===== src/rtl/seg_arb_pkg.sv =====
// Shared types and constants for the two-master segment display bus arbiter.
package seg_arb_pkg;

    typedef enum logic [1:0] {
        StIdle = 2'd0,
        StGnt0 = 2'd1,
        StGnt1 = 2'd2
    } arb_state_e;

    localparam logic [1:0] GrantNone = 2'b00;
    localparam logic [1:0] GrantM0   = 2'b01;
    localparam logic [1:0] GrantM1   = 2'b10;

    // Encoding of the last_served flag
    localparam logic ServedM0 = 1'b0;
    localparam logic ServedM1 = 1'b1;

    localparam int unsigned DefaultTimeout = 16;

endpackage


===== src/rtl/seg_arb_timeout.sv =====
// Grant watchdog: counts granted cycles without s_ack and flags expiry at TIMEOUT-1.
// Instantiated by seg_bus_arbiter only when SEG_ARB_TIMEOUT_EN is defined.
module seg_arb_timeout
    import seg_arb_pkg::*;
#(
    parameter int unsigned TIMEOUT = DefaultTimeout
) (
    input  logic clk,
    input  logic reset_n,
    input  logic active,
    input  logic s_ack,
    output logic expire
);

    localparam logic [7:0] Limit = 8'(TIMEOUT - 1);

    logic [7:0] cnt_q, cnt_d;

    // Every grant is preceded by an idle cycle, so clearing while inactive
    // also clears on grant entry.
    always_comb begin
        cnt_d = 8'd0;
        if (active) begin
            cnt_d = s_ack ? cnt_q : cnt_q + 8'd1;
        end
    end

    always_ff @(posedge clk or negedge reset_n) begin
        if (!reset_n) begin
            cnt_q <= 8'd0;
        end else begin
            cnt_q <= cnt_d;
        end
    end

    assign expire = active && (cnt_q == Limit);

endmodule


===== src/rtl/seg_bus_arbiter.sv =====
// Two-master round-robin arbiter in front of a shared display slave.
// Optional grant timeout enabled by defining SEG_ARB_TIMEOUT_EN.
module seg_bus_arbiter
    import seg_arb_pkg::*;
#(
    parameter int unsigned DW      = 32,
    parameter int unsigned TIMEOUT = DefaultTimeout
) (
    input  logic          clk,
    input  logic          reset_n,
    input  logic          m0_stb,
    input  logic          m0_we,
    input  logic [DW-1:0] m0_dat_i,
    output logic [DW-1:0] m0_dat_o,
    output logic          m0_ack,
    output logic          m0_err,
    input  logic          m1_stb,
    input  logic          m1_we,
    input  logic [DW-1:0] m1_dat_i,
    output logic [DW-1:0] m1_dat_o,
    output logic          m1_ack,
    output logic          m1_err,
    output logic          s_stb,
    output logic          s_we,
    output logic [DW-1:0] s_dat_o,
    input  logic [DW-1:0] s_dat_i,
    input  logic          s_ack,
    output logic [1:0]    grant
);

    arb_state_e state_q, state_d;
    logic       last_q, last_d;
    logic       expire;

`ifdef SEG_ARB_TIMEOUT_EN
    seg_arb_timeout #(
        .TIMEOUT (TIMEOUT)
    ) u_timeout (
        .clk     (clk),
        .reset_n (reset_n),
        .active  (state_q != StIdle),
        .s_ack   (s_ack),
        .expire  (expire)
    );
`else
    logic unused_timeout;
    assign unused_timeout = ^8'(TIMEOUT);
    assign expire         = 1'b0;
`endif

    // s_stb is masked by expire alone (not by s_ack) so a slave whose ack is
    // combinational from s_stb cannot form a loop through this block.
    always_comb begin
        state_d  = state_q;
        last_d   = last_q;
        grant    = GrantNone;
        s_stb    = 1'b0;
        s_we     = 1'b0;
        s_dat_o  = '0;
        m0_dat_o = '0;
        m1_dat_o = '0;
        m0_ack   = 1'b0;
        m1_ack   = 1'b0;
        m0_err   = 1'b0;
        m1_err   = 1'b0;
        unique case (state_q)
            StIdle: begin
                if (m0_stb && m1_stb) begin
                    state_d = (last_q == ServedM1) ? StGnt0 : StGnt1;
                end else if (m0_stb) begin
                    state_d = StGnt0;
                end else if (m1_stb) begin
                    state_d = StGnt1;
                end
            end
            StGnt0: begin
                grant    = GrantM0;
                s_stb    = m0_stb & ~expire;
                s_we     = m0_we;
                s_dat_o  = m0_dat_i;
                m0_dat_o = s_dat_i;
                m0_ack   = s_ack;
                m0_err   = expire & ~s_ack & m0_stb;
                if (s_ack) begin
                    state_d = StIdle;
                    last_d  = ServedM0;
                end else if (!m0_stb) begin
                    state_d = StIdle;
                end else if (expire) begin
                    state_d = StIdle;
                    last_d  = ServedM0;
                end
            end
            StGnt1: begin
                grant    = GrantM1;
                s_stb    = m1_stb & ~expire;
                s_we     = m1_we;
                s_dat_o  = m1_dat_i;
                m1_dat_o = s_dat_i;
                m1_ack   = s_ack;
                m1_err   = expire & ~s_ack & m1_stb;
                if (s_ack) begin
                    state_d = StIdle;
                    last_d  = ServedM1;
                end else if (!m1_stb) begin
                    state_d = StIdle;
                end else if (expire) begin
                    state_d = StIdle;
                    last_d  = ServedM1;
                end
            end
            default: state_d = StIdle;
        endcase
    end

    always_ff @(posedge clk or negedge reset_n) begin
        if (!reset_n) begin
            state_q <= StIdle;
            last_q  <= ServedM1;
        end else begin
            state_q <= state_d;
            last_q  <= last_d;
        end
    end

endmodule


===== config.mk =====
export PLATFORM = sky130hd
export DESIGN_NAME = seg_bus_arbiter
export DESIGN_NICKNAME = d
export VERILOG_FILES = /design/src/rtl/seg_arb_pkg.sv /design/src/rtl/seg_arb_timeout.sv /design/src/rtl/seg_bus_arbiter.sv
export SDC_FILE = /design/constraint.sdc
export NUM_CORES = 1
export LEC_CHECK = 0
export ABC_AREA = 1
export CAP_MARGIN = 5
export CELL_PAD_IN_SITES_DETAIL_PLACEMENT = 1
export CELL_PAD_IN_SITES_GLOBAL_PLACEMENT = 1
export CORE_MARGIN = 2
export CORE_UTILIZATION = 11
export DETAILED_ROUTE_END_ITERATION = 10
export GPL_TIMING_DRIVEN = 0
export PLACE_DENSITY_LB_ADDON = 0.1
export SLEW_MARGIN = 30
export SYNTH_ARGS = -nofsm -noshare
export SYNTH_HDL_FRONTEND = slang
export SYNTH_SLANG_ARGS = --single-unit

===== constraint.sdc =====
create_clock -name clk -period 1.6 [get_ports clk]
set_input_delay 0.4 -clock clk [delete_from_list [all_inputs] [get_ports clk]]
set_output_delay 0.4 -clock clk [all_outputs]
set_load 0.02 [all_outputs]

# --- After elaboration in Yosys (flattened, before gate mapping) ---
# Cells that the tools add are included.
# W data, S select, Z words.
classes:
  n_addsub: 0
  mul: 0
  n_div: 0
  order_cmp: 0
  n_eq_ne: 7
  shifts: 0
  muxes: 20
  bitwise: 0
  n_reduce_logical: 5
ops:
  columns: ["op", "n"]
  rows:
  - ["$mux W32", 2]
  - ["$pmux W32 S2", 1]
  - ["$mux W2", 8]
  - ["$ne A3 B3 Y1 const B", 2]
  - ["$pmux W1 S2", 3]
  - ["$pmux W2 S3", 1]
  - ["$reduce_and A3 Y1", 2]
  - ["$mux W1", 4]
  - ["$ne A2 B2 Y1 const B", 2]
  - ["$ne A4 B4 Y1 const B", 1]
  - ["$pmux W2 S2", 1]
  - ["$eq A2 B1 Y1 const B", 1]
  - ["$eq A2 B2 Y1 const B", 1]
  - ["$logic_not A2 Y1", 1]
  - ["$reduce_bool A2 Y1", 1]
  - ["$logic_and A1 B1 Y1", 1]
word_totals:
  regBits: 3
  latch_bits: 0
  mem_bits_rw: 0
  mem_bits_ro: 0
  in_bits: 103
  n_memories: 0

# --- Logic depth before layout (Yosys ltp) ---
depth:
  word_depth: 4
  ltp_mapped: 9
  ltp_nobuf: 8

# --- Worst setup path before layout ---
# No wires, ideal clock.
synth_timing:
  path_kind: "reg2out"
  startpoint: "reg state_q[0]"
  endpoint: "out s_dat_o[0]"
  arrival_ns: 1.374
  required_time_ns: 1.200
  path_slack_ns: -0.174
  path_stages_with_launch: 6
  cell_sequence: "dfrtp_1 -> inv_1 -> ha_1 -> clkinv_1 -> buf_2 -> a21oi_1"
synth_between:
  elab_chain_len: 2
  elab_cells_between_ends: 3
  classes_between: "eq/ne: 2; mux: 1"
synth_rtl:
  columns: ["item", "line", "text"]
  rows:
  - ["from (decl)", "seg_bus_arbiter.sv:31", "arb_state_e state_q, state_d;"]
  - ["from (signal assigned)", "seg_bus_arbiter.sv:118", "state_q <= StIdle;"]
  - ["from (signal assigned)", "seg_bus_arbiter.sv:121", "state_q <= state_d;"]
  - ["$eq A2 B2 Y1 / $eq A2 B1 Y1 (equally long branches)", "seg_bus_arbiter.sv:66", "unique case (state_q)"]
  - ["$pmux W32 S2 (*)", "seg_bus_arbiter.sv:66", null]
  - ["to (decl)", "seg_bus_arbiter.sv:25", "output logic [DW-1:0] s_dat_o,"]
# Mark *: on every way between the ends. The rest lies on a longest branch, timed or not.

# --- Worst setup path after layout ---
layout_timing:
  startpoint: "reg state_q[0]"
  endpoint: "out s_dat_o[1]"
# Same word-level chain as after synthesis.

==> key figures <==
Yosys
  • Top-count cell post-synth: nand2_1
  • EDFF count, synth: 0
  • Library cells used by synthesis: 14
  • Gate Count Post-Synth: 288
  • Register area share after synthesis: 5.89%
  • Asr flop ratio synth: 100%
  • Synth Cell Area: 0.00129 sq mm
  • Register bit total from synthesis: 3
  • Post-synthesis mux area share: 0%
  • Simple-Gate Fraction of Synth Area: 44.1%
  • Adder-cell share of the synthesized area: 4.83%
  • Most frequent cells after synthesis: 147 x nand2_1, 71 x inv_1, 34 x a21oi_1, 11 x buf_4, 10 x buf_2
  • Mapped Avg Cell Area: 4.50 sq um
  • Synth Flop Type: dfrtp_1
  • Yosys top cell area share: 42.6%
  • Top cells by area, synth: nand2_1 43%, inv_1 21%, a21oi_1 13%
  • Yosys warns: 0
  • Compound-Gate Fraction of Synth Area: 13.8%
  • Synth area leader: nand2_1
  • Largest family of logic cells by synthesized area: simple AND/OR/NAND/NOR gates
  • Xor/xnor share of the synthesized area: 0%

Worst setup path
  • Critical path fanouts, max: 10
  • Startpoint of the worst-slack reg-to-reg timing path: state_q[1]
  • CP Launch Type: flop
  • Worst Setup SP: state_q[0]
  • FF-to-FF path depth: 10
  • Worst Path Buf+Inv: 4
  • Critical Path Stages: 7
  • End of the worst register-to-register path: state_q[0]
  • WS Path Type: reg -> out
  • Worst EP required: 1.20 ns
  • Slowest cell on crit path: dfrtp_1
  • WP data arrival: 1.54 ns
  • R2r setup slk: 0.12 ns
  • CP endpoint kind: output port
  • Worst path top cell family by delay: buffers and inverters
  • CP Cell Sequence: inv_2, ha_4, buf_12, buf_8, nand2_1, a21oi_4, buf_6
  • CP max stage delay: 0.40 ns

Run status
  • Status: finished, violations left
  • Violated checks: setup timing

Clocking
  • Hold buffer count at cts: 0
  • Max Buffers Root-to-Sink: 2
  • CTS tree: yes
  • Worst skew pair latency: 0.22 ns
  • Clock net sink count: 3
  • CTS Buf Count: 3
  • H-Tree Depth: 1
  • Clock Pin Slew Worst Setup and Hold Paths: 0.03 ns
  • CTS root buf: clkbuf_16

Placement
  • I/O Buffers: 204
  • Routability Congestion: 0.778
  • Hpwl dp: 6780 microns

Timing
  • Final setup viols: 100
  • Final period util: 121%
  • Final Critical Period: 1.94 ns
  • F_max: 516 MHz
  • Unrepaired setup endpoints after global routing: true
  • Final hold viol count: 0
  • Setup Skew: 0.0000988 ns
  • Hold WS: 0.359 ns
  • Max-slew violations: 0
  • Worst setup margin: -0.339 ns

Routing
  • Avg WL per Cell: 12.6 microns
  • Post-route ant nets: 0
  • First-pass DRT Iterations: 4
  • Vias: 2,483
  • Vias per inst: 3.81
  • Initial DRC count: 51
  • DRC viols: 0
  • Final WL: 8230 microns

Floorplan
  • IO Count: 207
  • Die Footprint: 0.0127 sq mm
  • Rows: 39
  • Die W: 113 microns
  • Core area: 0.0115 sq mm
  • Starting Density: 11.3%
  • Die Span Y: 113 microns

Cells and area
  • Final Core Density: 37.0%
  • Antenna diodes: 0
  • Area growth, synth to finish: 228%
  • Layout cells sized above 1: 36.9%
  • # nets final: 618

Global route
  • GRT Total Usage: 12.5%
  • Initial antenna violation count: 0
  • Vias in the first global route: 2,666
  • First-pass GRT wire length: 13,200 microns
  • Largest net degree at the start of global routing: 11
  • Remaining global-route overflow: 0

Power
  • Worst vdd ir: 0.681 mV
  • PwrDens: 1770 mW/mm^2
  • Overall power: 0.00753 W
  • Lkg Pwr: 2.24 nW

Worst hold path
  • Hold Crit Class: in -> async

Job
  • Max cap viols: 0
[worst register-to-register path, cell delays in order (launching register included)]
cell and delay (ns):
dfrtp_1 0.40, buf_6 0.14, ha_1 0.18, buf_6 0.15
buf_4 0.14, nand2_1 0.05, nand2_1 0.07, nand2_2 0.08
nand2_2 0.05, nand2_1 0.05, nand2_1 0.05
[layer usage]
layer | part of all wire (%) | vias to the layer above | track usage [%]
met5 | 0 | - | 0
met1 | 39 | 1107 | 13.8
met2 | 53 | 115 | 24.8
met4 | 0.47 | 0 | 2.52
li1 | - | 1257 | -
met3 | 7.3 | 4 | 2.48
[worst max-delay path by stage]
stage / to
finish: s_dat_o[1]
global route: s_dat_o[23]
CTS: s_dat_o[21]
detailed placement: s_dat_o[21]
global placement: s_dat_o[21]
floorplan: s_dat_o[0]
[what timing repair did]
item / 4_1_cts / 5_1_grt
cloned: 2 / 3
endpoints found under the setup margin: 102 / 104
gates resized for setup: 581 / 22
buffers inserted: 6 / 1
pin swaps: 1 / 0
[logic make-up after synthesis]
logic type | after synthesis
flops | 3
simple gates | 151
fa+ha+maj | 5
other cells | 1
compound gates | 35
buf+inv | 93
[power by group]
group | internal, W | switching (W) | total, W
Clock | 0.000329 | 0.0000695 | 0.000398
Sequential | 0.000122 | 0.0000347 | 0.000157
Combinational | 0.00330 | 0.00367 | 0.00697
Total | 0.00375 | 0.00378 | 0.00753
[cell usage in the layout (no fill, tap or decap), drive strengths merged]
cell type / instances
nand2: 147
buf: 132
clkdlybuf4s50: 102
inv: 72
a21oi: 34
clkbuf: 6
ha: 5
nor2: 2
conb: 2
dfrtp: 2
clkinv: 1
nand3: 1
nand4: 1
a22o: 1
dfstp: 1
[layout make-up]
class | instances | area [sq um]
repair buffers | 215 | 2060
repair inverters | 1 | 8.76
clock buffers | 4 | 78.8
plain buffers | 21 | 322
flip-flops and latches | 3 | 76.3
fillers | 1411 | 7220
multi-input cells | 193 | 1240
inverters | 72 | 283
well taps | 143 | 179
[per-stage QoR]
step / setup WS, ns / cells / instance area, sq um / setup TNS (ns)
after floorplan: -0.0279 / 289 / 1690 / -0.686
after global placement: -0.781 / 636 / 3910 / -67.91
final: -0.339 / 652 / 4240 / -29.07
after detailed placement: -0.787 / 636 / 3910 / -68.00
after CTS: -0.356 / 648 / 4110 / -30.25
after global routing: -0.444 / 652 / 4240 / -38.70
[state kept, by name, indices dropped and copies added, names as in the netlist]
signal / flops
last_q: 1
state_q: 2
(Power assumes the default switching activity.)
==> variant, RTL diff (same flow settings) <==
`DW`: 32 -> 64.
--- a/src/rtl/seg_bus_arbiter.sv
+++ b/src/rtl/seg_bus_arbiter.sv
@@ -3,7 +3,7 @@
 module seg_bus_arbiter
     import seg_arb_pkg::*;
 #(
-    parameter int unsigned DW      = 32,
+    parameter int unsigned DW      = 64,
     parameter int unsigned TIMEOUT = DefaultTimeout
 ) (
     input  logic          clk,
Ports: changed (6 resized); port bits go from 207 to 399. The function was not compared with the original's and may differ.
==> variant against the unedited design <==
The flow still finishes with violations (setup timing). Final area increased by 130%. Count of clock-buffer cells in the layout unchanged. Synthesized cell count increased by 84%. Power increased by 140%. Routed wire length increased to 2.5 times the old value. Synthesized area increased by 81%. Worst setup slack got worse by 0.16 ns. Sequential cell count unchanged.
==> variant: results (changes against the unedited design) <==
status=complete, but fails checks (unchanged); crit path DAT=1.70 ns (was 1.54 ns); async set-reset flop share out of synthesis=100.0% (unchanged); VDD IR max=814.3 uV (was 681.2 uV); fin cells=1272 (was 652); Hold Path Class=input pin to asynchronous set/reset pin (unchanged); violations in the final reports=setup timing (unchanged); Total Routing Usage GR=15.74% (was 12.55%); DRT iter0 DRCs=62 (was 51); distinct cell type count after synthesis=17 (was 14); fin worst setup slack=-0.4960 ns (was -0.3385 ns); CTS H-Tree Depth=1 (unchanged); crit-path max FO=10 (unchanged); Slowest cell on crit path=dfrtp_1 (unchanged); CTS Buf Count=3 (unchanged); Period minus WS final=2.096 ns (was 1.939 ns); main flop type after synthesis=dfrtp_1 (unchanged); 1st-pass router iterations=4 (unchanged); initial antenna violation count=1 (was 0); pin count of the biggest net entering global routing=11 (unchanged); Slew Limit Fails=0 (unchanged); Post-DP HPWL=15690 microns (was 6777 microns); mux cell area share after synthesis=0% (unchanged); clk_lat worst skew=0.22 ns (about the same); Port Buf Inserts=396 (was 204); Post-Syn Area per Cell=4.412 sq um (was 4.497 sq um); Leak=5.109 nW (was 2.236 nW); Post-Synth Adder-Cell Area=2.675% (was 4.831%); Largest regs=state_q: 2 flops, last_q: 1 flops (unchanged); Placement Setup Slack=-0.9416 ns (was -0.7871 ns); FILL cells=2397 (was 1411); Max Buffers Root-to-Sink=2 (unchanged); first-pass GRT wire length=27400 microns (was 13150 microns); RePlAce Congestion=0.7073 (was 0.7777); DR WL/cell=16.32 microns (was 12.63 microns); # setup viols final=197 (was 100); Clock Skew=0.0006361 ns (was 0.00009875 ns); synth cell count leaders=nand2_1 (265), inv_1 (136), a21oi_1 (56) (was nand2_1 (147), inv_1 (71), a21oi_1 (34)); CP max stage delay=0.38 ns (was 0.40 ns); Yosys Warn Count=0 (unchanged); clk slew on worst S/H paths=0.03 ns (about the same); post-synthesis sequential area ratio=3.264% (was 5.894%); top cells by area, synth=nand2_1 (43%), inv_1 (22%), a21oi_1 (12%) (was nand2_1 (43%), inv_1 (21%), a21oi_1 (13%)); vias in the first global route=4719 (was 2666); Via density=3.884 (was 3.808); share of cells above drive strength 1=67.37% (was 36.94%); post-synthesis compound-gate area fraction=16.10% (was 13.82%); CTS root buf=clkbuf_16 (unchanged); XOR/XNOR Fraction of Synth Area=0% (unchanged); fin nets=1201 (was 618)
## variant: cell count changes in the layout (fill, tap and decap cells not counted), moves of 35 or more
cell,before,now
buf_4,52,17
clkdlybuf4s50_1,102,198
inv_2,2,129
nand2_2,11,63
inv_1,69,5
buf_6,49,221
nand2_4,0,99
## variant: routing by layer
layer	GRT usage, %	vias to the layer above	wire [microns]
met5	0	-	0
met4	2.217	0	189
met3	3.841	11	1483
met2	31.85	213	11970
met1	16.49	2278	7113
li1	-	2439	-
## variant: report_power, final
part	internal [W]	switching (W)	total, W
clock network	0.000329	0.0000690	0.000398
registers	0.000124	0.0000387	0.000163
logic	0.00862	0.00852	0.0171
total	0.00907	0.00862	0.0177
## variant: critical path: cells and delay by family (launching register included)
family | cells | cell delay (ns)
buf+inv | 6 | 0.69
flops | 1 | 0.38
fa+ha+maj | 1 | 0.28
compound gates | 1 | 0.11
## variant: worst paths after layout
check / cells after the start / slack, ns / end / from
min reg2reg: 1 / 0.56 / last_q / last_q
min in group clk: 1 / 0.56 / last_q / last_q
max in group asynchronous: 1 / 1.02 / last_q / reset_n
max reg2reg: 9 / 0.17 / state_q[1] / state_q[1]
min: 1 / 0.36 / state_q[1] / reset_n
max: 8 / -0.50 / s_dat_o[21] / state_q[0]
## variant: logic make-up after synthesis
| family | count (synthesis) |
|---|---|
| AND/OR/NAND/NOR | 279 |
| buffers and inverters | 175 |
| AO/OA/AOI/OAI | 67 |
| adder cells (fa/ha/maj) | 5 |
| flip-flops | 3 |
| other | 1 |
## variant: what timing repair did
action / CTS / global route
resized for setup: 1057 / 610
gates cloned: 9 / 13
pin swaps: 4 / 14
setup endpoints to repair: 198 / 198
hold buffers: 0 / 0
setup buffers: 18 / 34
## variant: cell type report
class                           instances  area, sq um  area share [%]
Antenna cell                            1        2.502         0.02513
Inverter                              136        515.5           5.177
Multi-Input combinational cell        353         3099           31.13
Clock buffer                            4        78.83          0.7917
Sequential cell                         3        77.57          0.7791
Buffer                                 33        520.5           5.227
Tap cell                              275        344.1           3.456
Timing Repair Buffer                  467         5319           53.42
## variant: stage by stage
step / util (%) / TNS [ns] / hold slack (ns) / area [sq um]
2_1_floorplan: - / -2.223 / 0.1044 / 3062
3_3_place_gp: 35.17 / -149.89 / 0.5509 / 7370
3_5_place_dp: 35.17 / -151.42 / 0.5510 / 7370
4_1_cts: 37.99 / -81.58 / 0.3616 / 7960
5_1_grt: 47.52 / -87.20 / 0.3702 / 9957
6_report: 47.52 / -75.63 / 0.3587 / 9957
